$ cat config.mk
export PLATFORM = sky130hd
export DESIGN_NAME = multicycle_cpu
export DESIGN_NICKNAME = d
export VERILOG_FILES = /design/src/rtl/multicycle_cpu.sv
export SDC_FILE = /design/constraint.sdc
export NUM_CORES = 2
export LEC_CHECK = 0
export BUFFER_PORTS_ARGS = -buffer_cell sky130_fd_sc_hd__buf_2
export CAP_MARGIN = 20
export CORE_MARGIN = 4
export CORE_UTILIZATION = 65
export CTS_BUF_LIST = sky130_fd_sc_hd__clkbuf_4
export DETAILED_ROUTE_END_ITERATION = 8
export MAX_ROUTING_LAYER = met4
export PLACE_DENSITY = 0.83
export SETUP_SLACK_MARGIN = 0.5
export SLEW_MARGIN = 20
export SYNTH_ARGS = -nofsm -noshare
export SYNTH_HDL_FRONTEND = slang
export SYNTH_SLANG_ARGS = --single-unit
$ cat constraint.sdc
create_clock -name clk -period 30.1 [get_ports clk]
set_input_delay 4.515 -clock clk [delete_from_list [all_inputs] [get_ports clk]]
set_output_delay 4.515 -clock clk [all_outputs]
set_load 0.02 [all_outputs]
$ cat src/rtl/multicycle_cpu.sv
// Multicycle core: FETCH/DECODE/EXECUTE/MEM/WB sequencer with internal register file,
// ALU and N/Z flags; instruction and data memories sit behind req/ready handshakes.
module multicycle_cpu #(
    parameter int              XLEN     = 32,
    parameter int              NREG     = 16,
    parameter logic [XLEN-1:0] PC_RESET = '0
) (
    input  logic            clk,
    input  logic            rst,
    output logic            imem_req,
    output logic [XLEN-1:0] imem_addr,
    input  logic            imem_ready,
    input  logic [31:0]     imem_rdata,
    output logic            dmem_req,
    output logic            dmem_we,
    output logic [XLEN-1:0] dmem_addr,
    output logic [XLEN-1:0] dmem_wdata,
    input  logic            dmem_ready,
    input  logic [XLEN-1:0] dmem_rdata,
    output logic [XLEN-1:0] pc,
    output logic            halted
);
    localparam int RW = $clog2(NREG);
    localparam int SW = $clog2(XLEN);

    typedef enum logic [2:0] {S_FETCH, S_DECODE, S_EXECUTE, S_MEM, S_WB, S_HALT} state_t;

    state_t          state_q, state_d;
    logic [XLEN-1:0] pc_q, pc_d;
    logic [31:0]     ir_q, ir_d;
    logic [XLEN-1:0] a_q, a_d, b_q, b_d, d_q, d_d;
    logic [XLEN-1:0] alu_q, alu_d, mdr_q, mdr_d;
    logic            n_q, n_d, z_q, z_d;
    logic [XLEN-1:0] regs_q [NREG];
    logic [XLEN-1:0] regs_d [NREG];

    logic [3:0]      op;
    logic [RW-1:0]   rd_idx, rn_idx, rm_idx;
    logic [XLEN-1:0] imm_ext, pc_plus4, br_target, alu_res;
    logic            taken;

    assign op        = ir_q[31:28];
    assign rd_idx    = ir_q[24 +: RW];
    assign rn_idx    = ir_q[20 +: RW];
    assign rm_idx    = ir_q[16 +: RW];
    assign imm_ext   = XLEN'($signed(ir_q[15:0]));
    assign pc_plus4  = pc_q + XLEN'(4);
    assign br_target = pc_plus4 + (imm_ext << 2);

    // ALU result and branch decision; the condition uses the flags held before EXECUTE
    always_comb begin
        alu_res = '0;
        case (op)
            4'h0:    alu_res = a_q + b_q;
            4'h1:    alu_res = a_q - b_q;
            4'h2:    alu_res = a_q & b_q;
            4'h3:    alu_res = a_q | b_q;
            4'h4:    alu_res = a_q ^ b_q;
            4'h5:    alu_res = a_q + imm_ext;
            4'h6:    alu_res = a_q << b_q[SW-1:0];
            4'h7:    alu_res = a_q - b_q;
            default: alu_res = '0;
        endcase
        taken = 1'b0;
        case (op)
            4'hA:    taken = 1'b1;
            4'hB:    taken = z_q;
            4'hC:    taken = ~z_q;
            4'hD:    taken = n_q;
            4'hE:    taken = ~n_q;
            default: taken = 1'b0;
        endcase
    end

    always_ff @(posedge clk or posedge rst) begin
        if (rst) begin
            state_q <= S_FETCH;
            pc_q    <= PC_RESET;
            ir_q    <= '0;
            a_q     <= '0;
            b_q     <= '0;
            d_q     <= '0;
            alu_q   <= '0;
            mdr_q   <= '0;
            n_q     <= 1'b0;
            z_q     <= 1'b0;
            regs_q  <= '{default: '0};
        end else begin
            state_q <= state_d;
            pc_q    <= pc_d;
            ir_q    <= ir_d;
            a_q     <= a_d;
            b_q     <= b_d;
            d_q     <= d_d;
            alu_q   <= alu_d;
            mdr_q   <= mdr_d;
            n_q     <= n_d;
            z_q     <= z_d;
            regs_q  <= regs_d;
        end
    end

    always_comb begin
        state_d = state_q;
        case (state_q)
            S_FETCH:   if (imem_ready) state_d = S_DECODE;
            S_DECODE:  state_d = S_EXECUTE;
            S_EXECUTE: begin
                if (op <= 4'h6)                    state_d = S_WB;
                else if (op == 4'h8 || op == 4'h9) state_d = S_MEM;
                else if (op == 4'hF)               state_d = S_HALT;
                else                               state_d = S_FETCH;
            end
            S_MEM:     if (dmem_ready) state_d = (op == 4'h8) ? S_WB : S_FETCH;
            S_WB:      state_d = S_FETCH;
            default:   state_d = S_HALT;
        endcase
    end

    always_comb begin
        pc_d   = pc_q;
        ir_d   = ir_q;
        a_d    = a_q;
        b_d    = b_q;
        d_d    = d_q;
        alu_d  = alu_q;
        mdr_d  = mdr_q;
        n_d    = n_q;
        z_d    = z_q;
        regs_d = regs_q;
        case (state_q)
            S_FETCH: if (imem_ready) ir_d = imem_rdata;
            S_DECODE: begin
                a_d = regs_q[rn_idx];
                b_d = regs_q[rm_idx];
                d_d = regs_q[rd_idx];
            end
            S_EXECUTE: begin
                if (op <= 4'h7) begin
                    n_d = alu_res[XLEN-1];
                    z_d = (alu_res == '0);
                end
                if (op <= 4'h6)
                    alu_d = alu_res;
                else if (op == 4'h8 || op == 4'h9)
                    alu_d = a_q + imm_ext;
                else if (op == 4'h7)
                    pc_d = pc_plus4;
                else if (op != 4'hF)
                    pc_d = taken ? br_target : pc_plus4;
            end
            S_MEM: begin
                if (dmem_ready && op == 4'h8) mdr_d = dmem_rdata;
                if (dmem_ready && op == 4'h9) pc_d  = pc_plus4;
            end
            S_WB: begin
                if (rd_idx != '0) regs_d[rd_idx] = (op == 4'h8) ? mdr_q : alu_q;
                pc_d = pc_plus4;
            end
            default: ;
        endcase
    end

    // Requests are gated by rst so an in-flight access is dropped the moment reset rises
    always_comb begin
        imem_req   = 1'b0;
        dmem_req   = 1'b0;
        dmem_we    = 1'b0;
        dmem_addr  = '0;
        dmem_wdata = '0;
        if (!rst) begin
            case (state_q)
                S_FETCH: imem_req = 1'b1;
                S_MEM: begin
                    dmem_req   = 1'b1;
                    dmem_we    = (op == 4'h9);
                    dmem_addr  = alu_q;
                    dmem_wdata = d_q;
                end
                default: ;
            endcase
        end
    end

    assign imem_addr = pc_q;
    assign pc        = pc_q;
    assign halted    = (state_q == S_HALT);

endmodule

# After elaboration in Yosys (flattened, before gate mapping)
# Index checks and enable logic that the tools add are counted.
[classes]
order_cmp = 6
n_eq_ne = 27
add_sub_neg = 5
n_bitwise = 8
n_mux = 41
shifts = 1
n_reduce_logical = 18
[ops]
columns = ["cell", "n"]
rows = [
  ["$mux 32", 20],
  ["$bwmux 512", 1],
  ["$bmux 32 s4", 3],
  ["$pmux 32 s7", 1],
  ["$demux 32 s4", 1],
  ["$add 32x32->32", 3],
  ["$pmux 32 s3", 1],
  ["$add 32x3->32 const B", 1],
  ["$and 32x32->32", 1],
  ["$eq 4x4->1 const B", 8],
  ["$logic_not 32->1", 1],
  ["$or 32x32->32", 1],
  ["$shl 32x5->32", 1],
  ["$sub 32x32->32", 1],
  ["$xor 32x32->32", 1],
  ["$mux 3", 6],
  ["$eq 4x3->1 const B", 4],
  ["$ge 5x5->1 const B", 3],
  ["$not 4->5", 3],
  ["$pmux 3 s5", 1],
  ["$reduce_and 2->1", 6],
  ["$ne 2x2->1 const B", 5],
  ["$eq 4x2->1 const B", 2],
  ["$le 4x3->1 const B", 2],
  ["other kinds (19)", 29],
]
[word_totals]
reg_bits = 741

# Longest topological paths before layout
[depth]
ltp_word = 8
depth_mapped = 23

# Worst setup path after synthesis
# OpenSTA, ideal clock, no wires.
[synth_path]
path_type = "input to output"
startpoint = "input port rst"
endpoint = "output port dmem_addr[0]"
slack_ns = 20.232
t_required_ns = 25.585
path_stages = 4
arrival_ns = 5.353
path_cell_list = "nor2_1 > clkbuf_1 > clkbuf_1 > and2_1"
[synth_via]
elab_chain_cells = 1
[synth_rtl]
columns = ["element", "line_no", "rtl"]
rows = [
  ["start, declared", "9", "input logic rst,"],
  ["$mux 32", "171", "if (!rst) begin"],
  ["end, declared", "16", "output logic [XLEN-1:0] dmem_addr,"],
]
# Every way passes these cells.

# Worst setup path after layout
[layout_path]
startpoint = "input port rst"
endpoint = "output port dmem_we"
[layout_via]
elab_chain_cells = 1
[layout_rtl]
columns = ["element", "line_no", "rtl"]
rows = [
  ["$mux 1", "171", ""],
  ["end, declared", "15", "output logic dmem_we,"],
]
# Every way passes these cells.

==> results by group <==
Worst setup path
  • Startpoint types: input port
  • Critical path class: input port to output port
  • Largest fanout on the critical path: 41
  • Launch point of the worst path: rst
  • RR Endpoint: z_q$_DFFE_PP0P_
  • Critical Path AT: 6400 ps
  • FF-to-FF setup slack: 23410 ps
  • Worst path required time: 25590 ps
  • R2R depth: 18
  • Timing endpoint of the critical path: dmem_we
  • Reg2reg start: ir_q[30]$_DFFE_PP0P_
  • Worst Setup End Kind: output port

Place
  • Port buffer count: 195
  • DP Area: 50500 um2
  • Routability Congestion: 0.9620
  • Placed cells: 5455
  • Post-DP HPWL: 102.8 mm
  • Place WS: 19180 ps

Global route
  • Largest net degree at the start of global routing: 165
  • GRT Resource Usage Total: 0.3985
  • Initial antenna violation count: 14
  • Total global routing overflow: 0
  • Number of global-route vias before repair: 40970
  • First-pass GRT wire length: 239.7 mm

Layout
  • Area grow syn2layout: 7.451%
  • Non-Filler Instances: 5801
  • Most common cell after layout, fill and taps aside: dfrtp_1
  • Fin nets: 4910
  • Fillcell total: 5162
  • Proportion of layout cells with a drive suffix above 1: 0.2614
  • Post-route design area: 52980 um2
  • Most frequent cells in the layout: dfrtp_1 (726), nand2_1 (520), mux4_2 (503), o21ai_0 (441), a21oi_1 (390)

STA
  • Minimum clock period: 10920 ps
  • Post-route setup TNS: 0 ps
  • Slew of the pin with the lowest slew margin: 1149 ps
  • RSZ-0062 raised after global routing: false
  • Max Clock Skew: 89.55 ps
  • Final Hold Fails: 0
  • Final WS setup: 19180 ps
  • Worst rel slew slack: 0.2189
  • Max-slew violations: 0
  • Final worst path period share: 0.3626
  • Final setup fails: 0
  • Max Fclk: 0.09161 GHz

Pwr
  • Total power: 2009 uW
  • Maximum vdd drop: 0.00003198 V
  • Static Leak: 0.02306 uW
  • PwrDens: 37.93 nW/um2

Floorplan
  • Chip height: 283.4 um
  • Initial core utilization: 0.6589
  • I/O pin cnt: 200
  • Chip width: 283.4 um
  • Die area: 80320 um2
  • Core footprint: 74820 um2
  • Rows: 100

Logic synthesis
  • Synth Cell Area: 49300 um2
  • Cells after Synth: 4640
  • Sequential area share after synthesis: 0.3751
  • Number of synthesized flops with an enable pin: 0
  • Fraction of registers with async set or reset after synthesis: 1.000
  • Unique masters post-synth: 96
  • Main synth FF type: dfrtp_1
  • Yosys Warn Count: 0
  • Yosys reg bits: 739
  • Syn Area/Cell: 10.63 um2

Hold path
  • Worst Hold Class: flip-flop to flip-flop

Route
  • DRC viols: 0
  • Final WL: 156.6 mm
  • DRT Pass-1 Iters: 6
  • ANT nets after route: 0
  • Vias per std cell: 7.133
  • Number of DRC markers in iteration 0: 5410
  • Via Count: 41380
  • Routed length per placed instance: 27.00 um

Clock tree
  • Clock Tree Root: clkbuf_4
  • Num CTS Buffers: 191
  • Post-CTS Setup Inserts: 0
  • H-tree levels: 4
  • Clk buf depth: 3
  • Hold-fix buffers, CTS: 0
  • CTS tree: built
  • Clk_lat worst skew: 1100 ps
  • Post-CTS Resized: 0
  • CTS sink cnt: 739
  • Worst-path clk slew: 60 ps

Flow run
  • # Max-Cap Violations: 0

Run status
  • Status: finished clean
stage by stage:
stage | util | hold slack (ps)
floorplan | - | 451.8
global placement | 0.6746 | 392.6
detailed placement | 0.6749 | 401.9
CTS | 0.7066 | 417.2
global route | 0.7080 | 429.1
finish | 0.7080 | 415.9
cell usage after synthesis (all sizes together) (28+ instances only):
master	count	area share
dfrtp	739	0.38
mux2i	51	0.010
a221oi	29	0.0053
ha	158	0.040
xnor2	87	0.015
mux4	504	0.23
xor2	37	0.0066
mux2	107	0.025
buf	103	0.012
and2	84	0.011
clkbuf	333	0.026
a21oi	390	0.040
nor3	45	0.0047
inv	98	0.0075
and3	42	0.0053
nand3	58	0.0060
nand2	526	0.040
nor2	391	0.030
a31oi	28	0.0036
a21o	48	0.0073
o21ai	454	0.046
worst max-delay path, cell delays in order:
cell and delay, ps:
buf_2 160, nor2_4 620, buf_4 530, and3_1 350, buf_2 200
worst min-delay path by stage:
| stage | from | endpoint | slack, ps | cells past startpoint |
|---|---|---|---|---|
| after floorplan | alu_q[18]$_DFFE_PP0P_ | alu_q[18]$_DFFE_PP0P_ | 450 | 2 |
| after global placement | regs_q[496]$_DFFE_PP0P_ | regs_q[496]$_DFFE_PP0P_ | 390 | 0 |
| after detailed placement | regs_q[511]$_DFFE_PP0P_ | regs_q[511]$_DFFE_PP0P_ | 400 | 0 |
| after CTS | regs_q[484]$_DFFE_PP0P_ | regs_q[484]$_DFFE_PP0P_ | 420 | 0 |
| after global routing | regs_q[506]$_DFFE_PP0P_ | regs_q[506]$_DFFE_PP0P_ | 430 | 0 |
| final | regs_q[506]$_DFFE_PP0P_ | regs_q[506]$_DFFE_PP0P_ | 420 | 0 |
report_power, final:
| group | internal [uW] | switching, uW |
|---|---|---|
| registers | 995 | 15.0 |
| logic | 44.6 | 80.9 |
| clock network | 426 | 447 |
flip-flops by register name (all words and copies together) (netlist names):
| register | count |
|---|---|
| mdr_q | 32 |
| b_q | 32 |
| ir_q | 32 |
| imem_addr | 30 |
| alu_q | 32 |
| n_q | 1 |
| regs_q | 512 |
| z_q | 1 |
| d_q | 32 |
| a_q | 32 |
| state_q | 3 |
metal layers:
layer / share of wire / vias up / global-route usage
met2: 0.46 / 3012 / 0.5883
met4: 0.057 / 0 / 0.2073
met1: 0.36 / 20300 / 0.5028
met5: 0 / - / -
met3: 0.13 / 670 / 0.1213
li1: - / 17400 / -
cell families after synthesis:
group / Yosys count / synth area share
buf+inv: 534 / 0.04588
mux: 662 / 0.2653
flops: 739 / 0.3751
compound gates: 1153 / 0.1364
fa+ha+maj: 161 / 0.04131
xor+xnor: 124 / 0.02203
simple gates: 1266 / 0.1139
other cells: 1 / 0.00007606
cell type report:
| type | count | area (um2) | area share |
|---|---|---|---|
| multi-input combinational | 3370 | 28800 | 0.5436 |
| tap | 969 | 1212 | 0.02289 |
| antenna | 16 | 40.04 | 0.0007558 |
| timing repair buffer | 281 | 1658 | 0.03129 |
| clock inverter | 64 | 386.6 | 0.007298 |
| sequential | 739 | 18530 | 0.3497 |
| inverter | 98 | 375.4 | 0.007085 |
| clock buffer | 264 | 1982 | 0.03741 |
(Power assumes the default switching activity.)
